===== src/rtl/dtm_jtag.sv =====
// rtl/dtm_jtag.sv - JTAG debug transport module driving a DMI request port
//
// Purpose: oversamples tck/tms/tdi in the clk domain, runs the 16-state
// IEEE 1149.1 TAP and exposes the IDCODE, DTMCS, DMI and BYPASS data
// registers. A DMI Update-DR becomes one dmi_valid/dmi_ready request.
//
// Optional feature: define DTM_TRST_EN to add the active-low trstn input.
//
// Ports:
//   clk, resetn                    system clock, synchronous active-low reset
//   trstn                          (DTM_TRST_EN only) active-low TAP reset
//   tck, tms, tdi                  JTAG inputs, asynchronous to clk
//   tdo                            JTAG data out, registered, updated on tck fall
//   dmi_valid, dmi_ready           DMI request handshake
//   dmi_write, dmi_addr, dmi_wdata DMI request payload
//   dmi_rdata                      DMI read data, stable after the handshake
module dtm_jtag #(
  parameter logic [31:0] IDCODE_VAL  = 32'h1000_0001,
  parameter int unsigned ABITS       = 7,
  parameter int unsigned SYNC_STAGES = 2
) (
  input  logic             clk,
  input  logic             resetn,
`ifdef DTM_TRST_EN
  input  logic             trstn,
`endif
  input  logic             tck,
  input  logic             tms,
  input  logic             tdi,
  output logic             tdo,
  output logic             dmi_valid,
  input  logic             dmi_ready,
  output logic             dmi_write,
  output logic [ABITS-1:0] dmi_addr,
  output logic [31:0]      dmi_wdata,
  input  logic [31:0]      dmi_rdata
);

  localparam int unsigned DMIW = ABITS + 34;
  localparam logic [4:0] IR_IDCODE = 5'h01;
  localparam logic [4:0] IR_DTMCS  = 5'h10;
  localparam logic [4:0] IR_DMI    = 5'h11;

  typedef enum logic [3:0] {
    TLR, RTI, SEL_DR, CAP_DR, SH_DR, EX1_DR, PAU_DR, EX2_DR, UPD_DR,
    SEL_IR, CAP_IR, SH_IR, EX1_IR, PAU_IR, EX2_IR, UPD_IR
  } tap_state_e;

  typedef enum logic [1:0] {SEL_BYPASS, SEL_IDCODE, SEL_DTMCS, SEL_DMI} dr_sel_e;

  // ---------------- pin synchronisers and tck edge detect ----------------
  logic [SYNC_STAGES-1:0] tck_sync_q, tms_sync_q, tdi_sync_q;
  logic                   tck_last_q;
  logic                   tck_s, tms_s, tdi_s, tck_rise, tck_fall;
  logic                   trst_act;

  always_ff @(posedge clk) begin
    if (!resetn) begin
      tck_sync_q <= '0;
      tms_sync_q <= '0;
      tdi_sync_q <= '0;
      tck_last_q <= 1'b0;
    end else begin
      tck_sync_q <= {tck_sync_q[SYNC_STAGES-2:0], tck};
      tms_sync_q <= {tms_sync_q[SYNC_STAGES-2:0], tms};
      tdi_sync_q <= {tdi_sync_q[SYNC_STAGES-2:0], tdi};
      tck_last_q <= tck_s;
    end
  end

  assign tck_s    = tck_sync_q[SYNC_STAGES-1];
  assign tms_s    = tms_sync_q[SYNC_STAGES-1];
  assign tdi_s    = tdi_sync_q[SYNC_STAGES-1];
  assign tck_rise = tck_s & ~tck_last_q;
  assign tck_fall = ~tck_s & tck_last_q;

`ifdef DTM_TRST_EN
  // Resets to 1 so the TAP is not held in reset after resetn releases.
  logic [SYNC_STAGES-1:0] trstn_sync_q;
  always_ff @(posedge clk) begin
    if (!resetn) trstn_sync_q <= '1;
    else         trstn_sync_q <= {trstn_sync_q[SYNC_STAGES-2:0], trstn};
  end
  assign trst_act = ~trstn_sync_q[SYNC_STAGES-1];
`else
  assign trst_act = 1'b0;
`endif

  // ---------------- TAP controller ----------------
  tap_state_e tap_q, tap_d, tap_nxt;

  always_ff @(posedge clk) begin
    if (!resetn) tap_q <= TLR;
    else         tap_q <= tap_d;
  end

  always_comb begin
    tap_nxt = tap_q;
    case (tap_q)
      TLR:     tap_nxt = tms_s ? TLR    : RTI;
      RTI:     tap_nxt = tms_s ? SEL_DR : RTI;
      SEL_DR:  tap_nxt = tms_s ? SEL_IR : CAP_DR;
      CAP_DR:  tap_nxt = tms_s ? EX1_DR : SH_DR;
      SH_DR:   tap_nxt = tms_s ? EX1_DR : SH_DR;
      EX1_DR:  tap_nxt = tms_s ? UPD_DR : PAU_DR;
      PAU_DR:  tap_nxt = tms_s ? EX2_DR : PAU_DR;
      EX2_DR:  tap_nxt = tms_s ? UPD_DR : SH_DR;
      UPD_DR:  tap_nxt = tms_s ? SEL_DR : RTI;
      SEL_IR:  tap_nxt = tms_s ? TLR    : CAP_IR;
      CAP_IR:  tap_nxt = tms_s ? EX1_IR : SH_IR;
      SH_IR:   tap_nxt = tms_s ? EX1_IR : SH_IR;
      EX1_IR:  tap_nxt = tms_s ? UPD_IR : PAU_IR;
      PAU_IR:  tap_nxt = tms_s ? EX2_IR : PAU_IR;
      EX2_IR:  tap_nxt = tms_s ? UPD_IR : SH_IR;
      UPD_IR:  tap_nxt = tms_s ? SEL_DR : RTI;
      default: tap_nxt = TLR;
    endcase
    tap_d = tap_q;
    if (trst_act)      tap_d = TLR;
    else if (tck_rise) tap_d = tap_nxt;
  end

  // ---------------- IR and data registers ----------------
  logic [4:0]      ir_q, ir_shift_q, ir_shift_d;
  logic [DMIW-1:0] dr_shift_q, dr_shift_d;
  logic            tdo_q;
  dr_sel_e         dr_sel;
  logic            jtag_rise, upd_dr, upd_ir;

  logic             dmi_valid_q, dmi_write_q, capt_q, discard_q;
  logic [ABITS-1:0] dmi_addr_q, last_addr_q;
  logic [31:0]      dmi_wdata_q, last_rdata_q;
  logic [1:0]       sticky_q;
  logic             busy;
  logic [31:0]      dtmcs_val;
  logic [DMIW-1:0]  dmi_cap;

  always_comb begin
    case (ir_q)
      IR_IDCODE: dr_sel = SEL_IDCODE;
      IR_DTMCS:  dr_sel = SEL_DTMCS;
      IR_DMI:    dr_sel = SEL_DMI;
      default:   dr_sel = SEL_BYPASS;
    endcase
  end

  assign jtag_rise = tck_rise & ~trst_act;
  // Update actions fire on the rising edge that lands in the Update state.
  assign upd_dr    = jtag_rise & (tap_nxt == UPD_DR);
  assign upd_ir    = jtag_rise & (tap_nxt == UPD_IR);

  // In flight spans the launch cycle through the rdata capture cycle.
  assign busy      = dmi_valid_q | capt_q;
  assign dtmcs_val = {17'd0, 3'd1, sticky_q, 6'(ABITS), 4'd1};
  assign dmi_cap   = {last_addr_q, last_rdata_q, busy ? 2'd3 : sticky_q};

  always_comb begin
    dr_shift_d = dr_shift_q;
    ir_shift_d = ir_shift_q;
    if (jtag_rise) begin
      case (tap_q)
        CAP_DR: begin
          case (dr_sel)
            SEL_IDCODE: dr_shift_d = {{(DMIW-32){1'b0}}, IDCODE_VAL};
            SEL_DTMCS:  dr_shift_d = {{(DMIW-32){1'b0}}, dtmcs_val};
            SEL_DMI:    dr_shift_d = dmi_cap;
            default:    dr_shift_d = '0;
          endcase
        end
        SH_DR: begin
          // tdi enters at the MSB of whichever register is selected.
          case (dr_sel)
            SEL_DMI:    dr_shift_d = {tdi_s, dr_shift_q[DMIW-1:1]};
            SEL_BYPASS: dr_shift_d = {{(DMIW-1){1'b0}}, tdi_s};
            default:    dr_shift_d = {{(DMIW-32){1'b0}}, tdi_s, dr_shift_q[31:1]};
          endcase
        end
        CAP_IR:  ir_shift_d = 5'b00001;
        SH_IR:   ir_shift_d = {tdi_s, ir_shift_q[4:1]};
        default: ;
      endcase
    end
  end

  always_ff @(posedge clk) begin
    if (!resetn) begin
      ir_q       <= IR_IDCODE;
      ir_shift_q <= '0;
      dr_shift_q <= '0;
      tdo_q      <= 1'b0;
    end else begin
      ir_shift_q <= ir_shift_d;
      dr_shift_q <= dr_shift_d;
      if (trst_act || tap_q == TLR) ir_q <= IR_IDCODE;
      else if (upd_ir)              ir_q <= ir_shift_q;
      if (trst_act) tdo_q <= 1'b0;
      else if (tck_fall) begin
        if (tap_q == SH_IR)      tdo_q <= ir_shift_q[0];
        else if (tap_q == SH_DR) tdo_q <= dr_shift_q[0];
        else                     tdo_q <= 1'b0;
      end
    end
  end

  // ---------------- DMI request path ----------------
  logic       hs, dmi_upd, dtmcs_upd, launch, hardreset;
  logic [1:0] upd_op;

  assign hs        = dmi_valid_q & dmi_ready;
  assign dmi_upd   = upd_dr & (dr_sel == SEL_DMI);
  assign dtmcs_upd = upd_dr & (dr_sel == SEL_DTMCS);
  assign upd_op    = dr_shift_q[1:0];
  // busy is registered, so an update coinciding with the handshake sees busy.
  assign launch    = dmi_upd & ~busy & (sticky_q == 2'd0) &
                     ((upd_op == 2'd1) | (upd_op == 2'd2));
  assign hardreset = dtmcs_upd & dr_shift_q[17];

  always_ff @(posedge clk) begin
    if (!resetn) begin
      dmi_valid_q  <= 1'b0;
      dmi_write_q  <= 1'b0;
      dmi_addr_q   <= '0;
      dmi_wdata_q  <= '0;
      last_addr_q  <= '0;
      last_rdata_q <= '0;
      capt_q       <= 1'b0;
      discard_q    <= 1'b0;
      sticky_q     <= 2'd0;
    end else begin
      if (launch) begin
        dmi_valid_q <= 1'b1;
        dmi_write_q <= (upd_op == 2'd2);
        dmi_addr_q  <= dr_shift_q[DMIW-1:34];
        dmi_wdata_q <= dr_shift_q[33:2];
        last_addr_q <= dr_shift_q[DMIW-1:34];
      end else if (hs) begin
        dmi_valid_q <= 1'b0;
      end
      capt_q <= hs;
      if (capt_q && !dmi_write_q && !discard_q && !hardreset)
        last_rdata_q <= dmi_rdata;
      if (capt_q)                 discard_q <= 1'b0;
      else if (hardreset && busy) discard_q <= 1'b1;
      if (dmi_upd && busy)
        sticky_q <= 2'd3;
      else if (dtmcs_upd && (dr_shift_q[16] || dr_shift_q[17]))
        sticky_q <= 2'd0;
    end
  end

  assign tdo       = tdo_q;
  assign dmi_valid = dmi_valid_q;
  assign dmi_write = dmi_write_q;
  assign dmi_addr  = dmi_addr_q;
  assign dmi_wdata = dmi_wdata_q;

endmodule

===== config.mk =====
export PLATFORM = sky130hd
export DESIGN_NAME = dtm_jtag
export DESIGN_NICKNAME = d
export VERILOG_FILES = /design/src/rtl/dtm_jtag.sv
export SDC_FILE = /design/constraint.sdc
export NUM_CORES = 1
export LEC_CHECK = 0
export CORE_MARGIN = 3
export CORE_UTILIZATION = 55
export DETAILED_ROUTE_END_ITERATION = 8
export HOLD_SLACK_MARGIN = 0.05
export PLACE_DENSITY = 0.78
export SLEW_MARGIN = 20
export SYNTH_ARGS = -nofsm -noshare
export SYNTH_HDL_FRONTEND = slang
export SYNTH_SLANG_ARGS = --single-unit

===== constraint.sdc =====
create_clock -name clk -period 2.2 [get_ports clk]
set_input_delay 0.22 -clock clk [delete_from_list [all_inputs] [get_ports clk]]
set_output_delay 0.22 -clock clk [all_outputs]
set_load 0.005 [all_outputs]

==> impl_metrics.yaml <==
run_status:
  status: "completed"
yosys:
  synth.net_count: 742
  synthArstFlopShare_pct: 0
  yosys_most_used_dff: "dfxtp_1"
  ys_warn_count: 0
  synth_edf_count: 0
  ys_seq_elements: 139
  syn_area_um2: 6190
  synth.top_cell.area_share_pct: 45.0
  synth_area_leader_cell: "dfxtp_1"
  ys_types: 49
  synthCells: 703
  synth.most_common_cell: "dfxtp_1"
  seq_area_frac_synth_pct: 45.0
  synth_common_cells: "139 x dfxtp_1, 87 x nand2_1, 57 x nand3_1"
  yosys-top-cells-area: "dfxtp_1 45%, mux2i_1 6.5%, nand2_1 5.3%"
  synth_area_per_cell_um2: 8.80
sta:
  finClkSkew_ps: 5.45
  min_period_ps: 2090
  max-slew-margin-rel_pct: 48.6
  tns_ps: 0
  rsz0062_at_grt: "no"
  finalSetupViolCount: 0
  final.period_utilization_pct: 94.8
  worstMarginPinSlew_ps: 770
  slew_violations: 0
  finalHoldViolations: 0
  max_freq_ghz: 0.480
clock_tree:
  clkTransAtPathRegs_ps: 60
  post-cts-setup-buffer-count: 0
  cts_tree: "done"
  h-tree-depth: 4
  cts_root_buf: "clkbuf_16"
  cts.sinks: 139
  cts_buffers: 17
  clockBufferDepth: 2
  clkLatencyLatePin_ps: 420
  hold_buffers: 0
global_route:
  grt_max_degree: 68
  antenna_found_initial: 0
  grt_pass1_wl_um: 25700
  gr-usage-all-layers_pct: 25.2
  overflow: 0
  grt_pass1_vias: 5189
drt:
  wl_um: 16100
  detail-route-antenna-nets: 0
  vias: 5547
  wire_per_inst_um: 17.5
  first_pass_iters: 4
  drc: 0
  viasPerCell: 6.03
  drtIter0Drc: 512
cells_and_area:
  insertedDiodeCount: 0
  seq_area_um2: 2780
  design_area_um2: 7800
  drive_above_1_share_pct: 11.8
  fin_util_pct: 71.3
  num-nets-final: 806
  num-fill-cells: 832
  multi_input_area_um2: 3120
  areaGrowthSynthToFinish_pct: 26.0
place:
  placed_area_um2: 7170
  hpwl_um: 10200
  io_buffer_count: 79
  gp_congestion: 0.870
die:
  fp.coreArea_um2: 10900
  die_h_um: 112
  placement_rows: 38
  start_util_pct: 56.6
  dieArea_um2: 12600
  die_x_um: 112
  pin_count: 80
worst_hold_path:
  holdCritPathClass: "in2reg"
setup_path:
  crit_chain: "buf_4 > nand3b_1 > or4_4 > o21ai_0 > a21boi_0"
  slowest_delay_ps: 790
  start_kind: "flop"
  cpLargestDelayFamily: "simple AND/OR/NAND/NOR gates"
  worst-endpoint-arrival_ps: 2380
  crit_required_ps: 2490
  end_kind: "flop"
  cpMaxStageDelayCell: "or4_4"
  path_buf_inv: 1
  worstSetupPathType: "reg2reg"
  critPathMaxFanout: 21
run:
  max_cap_violations: 0
power:
  leakagePower_nw: 2.67
  ir_drop_v: 0.000601
  p_per_area_nw_per_um2: 715
## cell families (layout without fill, tap and decap cells)
logic type	after synthesis	in the layout	share of synthesized area (%)
flops	139	139	45.0
fa+ha+maj	1	1	0.202
mux	49	49	8.11
xor+xnor	1	1	0.142
simple gates	261	263	21.6
compound gates	175	175	19.3
buf+inv	77	152	5.66
## registers in the layout, summed over array words and instances (netlist names), 2 cells and up
name / cells
ir_shift_q: 5
tck_sync_q: 2
tms_sync_q: 2
tdi_sync_q: 2
tap_q: 4
dmi_wdata: 32
last_rdata_q: 32
ir_q: 5
last_addr_q: 7
dr_shift_q: 41
## cell type report
| class | instances | share of cell area [%] |
|---|---|---|
| clock inverter | 5 | 1.03 |
| timing repair buffer | 117 | 14.2 |
| inverter | 3 | 0.144 |
| multi-input combinational | 489 | 39.9 |
| sequential | 139 | 35.7 |
| clock buffer | 27 | 6.71 |
| tap | 140 | 2.25 |
## cells in the final DEF (no fill, tap or decap), types with 3 or more instances in the layout
master / count
clkbuf_16: 17
nor2_1: 36
nand2_1: 87
and2_1: 10
inv_1: 3
or4_4: 3
nand2b_1: 4
a21boi_0: 36
nor3b_1: 28
dfxtp_1: 138
nor3_1: 7
buf_4: 36
a21boi_1: 22
nand3_1: 57
clkbuf_8: 6
buf_12: 3
mux2i_1: 40
clkdlybuf4s50_1: 78
nand3b_1: 5
nor2b_1: 5
or3_1: 5
o21ai_0: 55
a21oi_1: 11
a221oi_1: 22
a211oi_1: 6
a32oi_1: 5
clkbuf_1: 4
mux2_2: 9
## through the flow
step / hold WS (ps) / setup WS [ps] / cells / total power, W
after detailed placement: 424 / 129 / 886 / 0.00277
after global placement: 417 / 233 / 886 / 0.00276
after global routing: 187 / 10.9 / 920 / 0.00573
after CTS: 180 / 88.0 / 918 / 0.00561
after floorplan: 347 / 293 / 703 / 0.00267
final: 190 / 115 / 920 / 0.00558
## worst paths after layout
check	from	end	cells after the start	slack, ps
worst min register to register	tdi_sync_q[0]	tdi_sync_q[1]	1	440
worst min-delay path	resetn	dmi_wdata[13]	2	190
worst max-delay path	tap_q[2]	last_addr_q[2]	5	110
worst max register to register	tap_q[2]	last_addr_q[2]	5	110
## report_power, final
group | switching (W) | internal [W]
clock | 0.00102 | 0.00185
sequential | 0.00000650 | 0.00253
combinational | 0.0000807 | 0.000102
## timing repair
| item | 4_1_cts | 5_1_grt |
|---|---|---|
| setup endpoints to repair | 0 | 26 |
| hold endpoints to repair | 0 | 0 |
| resized for setup | 0 | 3 |
## layer usage
layer | part of all wire, % | global-route usage (%) | vias to the layer above
met4 | 2.7 | 11.1 | 0
met1 | 42 | 31.8 | 2659
met3 | 7.1 | 5.28 | 33
met2 | 49 | 41.9 | 216
met5 | 0 | 0 | -
li1 | - | - | 2639
Note: power is estimated with default switching activity, not from simulation.
